## src/rtl/display_scan_controller.sv

```systemverilog
// Four-digit common-anode 7-segment scanner for the Basys 3: strobe-driven digit
// advance, blanking dead time between digits, per-frame shadow latch, hex decode.
module display_scan_controller #(
  parameter int unsigned DEAD_CYCLES = 100,
  parameter int unsigned DEAD_W      = 8
) (
  input  logic        i_clk,
  input  logic        i_reset,
  input  logic        i_clk_120Hz,
  input  logic        i_enable,
  input  logic [15:0] i_digits,
  input  logic [3:0]  i_dp,
  input  logic        i_lz_en,
  output logic [3:0]  o_an,
  output logic [6:0]  o_seg,
  output logic        o_dp,
  output logic [1:0]  o_digit_idx,
  output logic        o_frame
);

  localparam logic [1:0] S_OFF  = 2'd0;
  localparam logic [1:0] S_DEAD = 2'd1;
  localparam logic [1:0] S_ON   = 2'd2;

  localparam logic [DEAD_W-1:0] DEAD_LOAD = DEAD_W'(DEAD_CYCLES);

  logic [1:0]        state;
  logic [1:0]        idx;
  logic [DEAD_W-1:0] dead_cnt;
  logic [15:0]       shadow_digits;
  logic [3:0]        shadow_dp;
  logic              shadow_lz;
  logic              tick_q;
  logic              tick_rise;
  logic              latch;
  logic [3:0]        supp;
  logic [3:0]        cur_digit;
  logic              lit;

  function automatic logic [6:0] hex_to_seg(input logic [3:0] h);
    case (h)
      4'h0:    hex_to_seg = 7'b1000000;
      4'h1:    hex_to_seg = 7'b1111001;
      4'h2:    hex_to_seg = 7'b0100100;
      4'h3:    hex_to_seg = 7'b0110000;
      4'h4:    hex_to_seg = 7'b0011001;
      4'h5:    hex_to_seg = 7'b0010010;
      4'h6:    hex_to_seg = 7'b0000010;
      4'h7:    hex_to_seg = 7'b1111000;
      4'h8:    hex_to_seg = 7'b0000000;
      4'h9:    hex_to_seg = 7'b0010000;
      4'hA:    hex_to_seg = 7'b0001000;
      4'hB:    hex_to_seg = 7'b0000011;
      4'hC:    hex_to_seg = 7'b1000110;
      4'hD:    hex_to_seg = 7'b0100001;
      4'hE:    hex_to_seg = 7'b0000110;
      default: hex_to_seg = 7'b0001110;
    endcase
  endfunction

  assign tick_rise = i_clk_120Hz & ~tick_q;

  // A new frame value is captured when scanning starts or when idx wraps back to 0.
  assign latch = i_enable &&
                 ((state == S_OFF) || ((state == S_ON) && tick_rise && (idx == 2'd3)));

  always_ff @(posedge i_clk or posedge i_reset) begin
    if (i_reset) begin
      state    <= S_OFF;
      idx      <= 2'd0;
      dead_cnt <= '0;
      tick_q   <= 1'b0;
    end else begin
      tick_q <= i_clk_120Hz;
      if (!i_enable) begin
        state <= S_OFF;
      end else begin
        case (state)
          S_OFF: begin
            idx      <= 2'd0;
            dead_cnt <= DEAD_LOAD;
            state    <= S_DEAD;
          end
          S_DEAD: begin
            if (dead_cnt == '0) state <= S_ON;
            else                dead_cnt <= dead_cnt - 1'b1;
          end
          S_ON: begin
            if (tick_rise) begin
              idx      <= idx + 2'd1;
              dead_cnt <= DEAD_LOAD;
              state    <= S_DEAD;
            end
          end
          default: state <= S_OFF;
        endcase
      end
    end
  end

  always_ff @(posedge i_clk or posedge i_reset) begin
    if (i_reset) begin
      shadow_digits <= 16'h0000;
      shadow_dp     <= 4'h0;
      shadow_lz     <= 1'b0;
      o_frame       <= 1'b0;
    end else begin
      o_frame <= latch;
      if (latch) begin
        shadow_digits <= i_digits;
        shadow_dp     <= i_dp;
        shadow_lz     <= i_lz_en;
      end
    end
  end

  // A digit is blank-suppressed only while it and every digit to its left are zero with no dp.
  always_comb begin
    supp    = 4'b0000;
    supp[3] = shadow_lz && (shadow_digits[15:12] == 4'h0) && !shadow_dp[3];
    supp[2] = supp[3]   && (shadow_digits[11:8]  == 4'h0) && !shadow_dp[2];
    supp[1] = supp[2]   && (shadow_digits[7:4]   == 4'h0) && !shadow_dp[1];
  end

  assign cur_digit = shadow_digits[{idx, 2'b00} +: 4];
  assign lit       = (state == S_ON) && !supp[idx];

  always_ff @(posedge i_clk or posedge i_reset) begin
    if (i_reset) begin
      o_an        <= 4'b1111;
      o_seg       <= 7'b1111111;
      o_dp        <= 1'b1;
      o_digit_idx <= 2'd0;
    end else begin
      o_an        <= lit ? ~(4'b0001 << idx) : 4'b1111;
      o_seg       <= lit ? hex_to_seg(cur_digit) : 7'b1111111;
      o_dp        <= lit ? ~shadow_dp[idx] : 1'b1;
      o_digit_idx <= idx;
    end
  end

endmodule

```

## config.mk

```make
export PLATFORM = sky130hd
export DESIGN_NAME = display_scan_controller
export DESIGN_NICKNAME = d
export VERILOG_FILES = /design/src/rtl/display_scan_controller.sv
export SDC_FILE = /design/constraint.sdc
export NUM_CORES = 1
export LEC_CHECK = 0
export BUFFER_PORTS_ARGS = -buffer_cell sky130_fd_sc_hd__buf_2
export CAP_MARGIN = 20
export CELL_PAD_IN_SITES_DETAIL_PLACEMENT = 1
export CELL_PAD_IN_SITES_GLOBAL_PLACEMENT = 1
export CORE_ASPECT_RATIO = 0.6
export CORE_UTILIZATION = 40
export CTS_CLUSTER_SIZE = 14
export DETAILED_ROUTE_END_ITERATION = 6
export GPL_TIMING_DRIVEN = 0
export PLACE_DENSITY = 0.73
export RECOVER_POWER = 100
export SYNTH_ARGS = -nofsm -noshare
export SYNTH_HDL_FRONTEND = slang
export SYNTH_SLANG_ARGS = --single-unit
```

## constraint.sdc

```tcl
create_clock -name i_clk -period 2.3 [get_ports i_clk]
set_clock_uncertainty 0.2 [all_clocks]
set_input_delay 0 -clock i_clk [delete_from_list [all_inputs] [get_ports i_clk]]
set_output_delay 0 -clock i_clk [all_outputs]
set_load 0.01 [all_outputs]
```

==> results.yml <==
clock_tree:
  clock_latency_ps: 310
  tritoncts: "built"
  cts_root_buf: "clkbuf_8"
  cts.sinks: 49
  path_clk_slew_ps: 90
  h-tree-depth: 2
  numCtsBuffers: 5
  clk_path_buf_depth: 2
finish:
  final_cell_count_no_fill: 368
  final_common_cell: "buf_2"
  design_area_um2: 3260
  antenna_cells: 0
  final_util_pct: 56.6
  syn_to_final_growth_pct: 31.9
  fillCellCount: 627
  nets: 324
  layout_common_cells: "buf_2, dfrtp_1, nand2_1"
  drive_gt1_share_pct: 38.9
logic_synthesis:
  yosysSeqAreaShare_pct: 50.3
  synth_top_cell_by_area: "dfrtp_1"
  synth_seq_cells: 49
  yosysUniqueCellTypes: 44
  synth_compound_area_share_pct: 9.93
  synth_adder_area_share_pct: 6.08
  netlist_area_um2: 2470
  synth_nets: 245
  synth_edf_count: 0
  yosys_warnings: 0
  synth_flop_cell: "dfrtp_1"
  async_reset_ff_share_pct: 100
  synth-simple-area-share_pct: 12.0
  synthMuxAreaShare_pct: 16.9
  syn-mean-instance-area_um2: 11.9
  synthXorXnorAreaFrac_pct: 1.42
  netlist_top_cells_area: "dfrtp_1, dfstp_2, mux2_2"
  synth_cells: 208
  synth_top_family_by_area: "multiplexers"
  yosysTopAreaCellShare_pct: 37.5
global_route:
  first_global_vias: 1984
  track_usage_pct: 21.6
  grt.overflow.total: 0
  antenna_found_initial: 0
  grt_first_pass_wirelength_mm: 10.4
  grt_start_max_net_pins: 33
route:
  vias: 1934
  routed_wl_mm: 6.27
  vias_per_cell: 5.26
  drt_iter0_drc: 96
  postRouteAntennaNets: 0
  wl_per_cell_um: 17.0
  drc: 0
  drt_pass1_iterations: 4
setup_path:
  reg2reg_from: "idx[0]$_DFFE_PP0P_"
  path_cells: "buf_6 -> mux4_2 -> ha_4 -> mux2_2 -> o21ai_2 -> nand2_1 -> o311ai_2 -> o211ai_1"
  end_kind: "register"
  cpMaxStageDelayCell: "mux4_2"
  required_ps: 2310
  crit_family: "multiplexers"
  rrSetupSlack_ps: -60
  r2r_cells: 8
  path_class: "register to register"
  crit_path_max_incr_delay_ps: 620
  crit_path_max_fanout: 4
  path_buf_inv: 1
  crit_arrival_ps: 2370
  r2r_end: "o_seg[0]$_DFF_PP1_"
  start_kind: "register"
sta:
  setup_viol: 1
  relSlewSlack_pct: 54.3
  drv_slew: 0
  fmax_mhz: 423
  fin_ws_ps: -61.4
  hold_viol_final: 0
  period_minus_slack_ps: 2360
  rsz0062_at_grt: "yes"
  worstMarginPinSlew_ps: 685
  period_share_pct: 103
  setup-tns-final_ps: -61.4
worst_hold_path:
  hold_class: "primary input to async pin"
placement:
  io_buffers: 39
  dp_hpwl_mm: 4.27
  gp_congestion: 0.817
  placed_cell_area_um2: 2780
  dp.cells: 328
  dp_slack_ps: -356
floorplanning:
  die_y_um: 62.9
  die_w_um: 103
  initial_utilization_pct: 42.9
  dieArea_um2: 6500
  num_io_pins: 40
  num_rows: 21
  core_um2: 5750
power_and_ir_drop:
  powerDensity_nw_per_um2: 1300
  p_leak_uw: 0.00135
  peakVddDrop_uv: 434
outcome:
  failed_checks: "setup timing"
  status: "finished with violations"
run:
  drv_cap: 0
==> repair_timing <==
action / CTS / global route
hold endpoints to repair: 71 / 0
pin swaps: 2 / 2
resized for setup: 9 / 5
setup buffers: 7 / 1
hold buffers: 24 / 0
endpoints found under the setup margin: 4 / 2
cloned: 0 / 0
==> stage by stage <==
stage,hold slack (ps),total power (µW)
3_5_place_dp,-200,3250
2_1_floorplan,-169,2730
5_1_grt,184,4540
3_3_place_gp,-70.1,3160
6_report,140,4250
4_1_cts,26.3,4130
==> report_power, final <==
| group | internal, µW | switching, µW | leakage (µW) |
|---|---|---|---|
| clock network | 354 | 301 | 0.0000574 |
| registers | 1200 | 326 | 0.000575 |
| logic | 988 | 1070 | 0.000719 |
==> registers in the layout, indices dropped and copies added, names as in the netlist, 2 cells and up <==
| register | count |
|---|---|
| o_an | 4 |
| state | 2 |
| dead_cnt | 8 |
| o_digit_idx | 2 |
| shadow_dp | 4 |
| o_seg | 7 |
| idx | 2 |
| shadow_digits | 16 |
==> tightest hold or removal path, cell delays in order <==
cell and delay (ps):
dlygate4sd3_1 540, buf_2 120, inv_1 500
==> metal layers <==
layer  track usage, %  up-vias  routed length [µm]
li1                 -      917                   -
met1             31.8      943                3150
met2             32.3       65                2710
met3             4.92        9                 347
met4             4.40        0                  62
met5                0        -                   0
==> worst max-delay path by stage <==
stage               cells after the start                 end                from  slack [ps]
floorplan                               9  o_seg[0]$_DFF_PP1_  idx[0]$_DFFE_PP0P_          30
global placement                        9  o_seg[0]$_DFF_PP1_  idx[0]$_DFFE_PP0P_        -310
detailed placement                      9  o_seg[0]$_DFF_PP1_  idx[0]$_DFFE_PP0P_        -360
CTS                                     8  o_seg[0]$_DFF_PP1_  idx[0]$_DFFE_PP0P_         -30
global route                            8  o_seg[0]$_DFF_PP1_  idx[1]$_DFFE_PP0P_        -120
finish                                  8  o_seg[0]$_DFF_PP1_  idx[0]$_DFFE_PP0P_         -60
==> kinds of logic after synthesis <==
group                    Yosys count
XOR/XNOR                           4
AO/OA/AOI/OAI                     35
multiplexers                      33
flip-flops                        49
adder cells (fa/ha/maj)           12
buffers and inverters             17
AND/OR/NAND/NOR                   58
==> layout make-up <==
class | count | area (µm²) | share of cell area [%]
Clock buffer | 6 | 82.6 | 2.54
Tap cell | 80 | 100 | 3.07
Timing Repair Buffer | 72 | 514 | 15.8
Multi-Input combinational cell | 142 | 1190 | 36.6
Inverter | 10 | 40.0 | 1.23
Buffer | 7 | 48.8 | 1.50
Sequential cell | 49 | 1240 | 38.1
Clock inverter | 2 | 37.5 | 1.15
==> cells in the mapped netlist, types with 2 or more instances <==
| cell type | n |
|---|---|
| o311ai_0 | 3 |
| nor4_2 | 2 |
| nand3_1 | 6 |
| or3_1 | 2 |
| o21ai_0 | 6 |
| clkbuf_1 | 2 |
| nand3b_1 | 2 |
| mux2i_1 | 6 |
| xor2_1 | 3 |
| mux4_2 | 2 |
| nor2_1 | 7 |
| inv_1 | 9 |
| o221ai_1 | 2 |
| a31oi_1 | 2 |
| and2_1 | 2 |
| nor4b_1 | 3 |
| dfrtp_1 | 37 |
| nor3_1 | 3 |
| ha_1 | 12 |
| nand2_1 | 25 |
| buf_4 | 3 |
| a31o_2 | 2 |
| mux2_2 | 23 |
| a21oi_1 | 7 |
| mux4_1 | 2 |
| o211ai_1 | 6 |
| dfstp_2 | 12 |
Power figures use the tool's default switching activity.
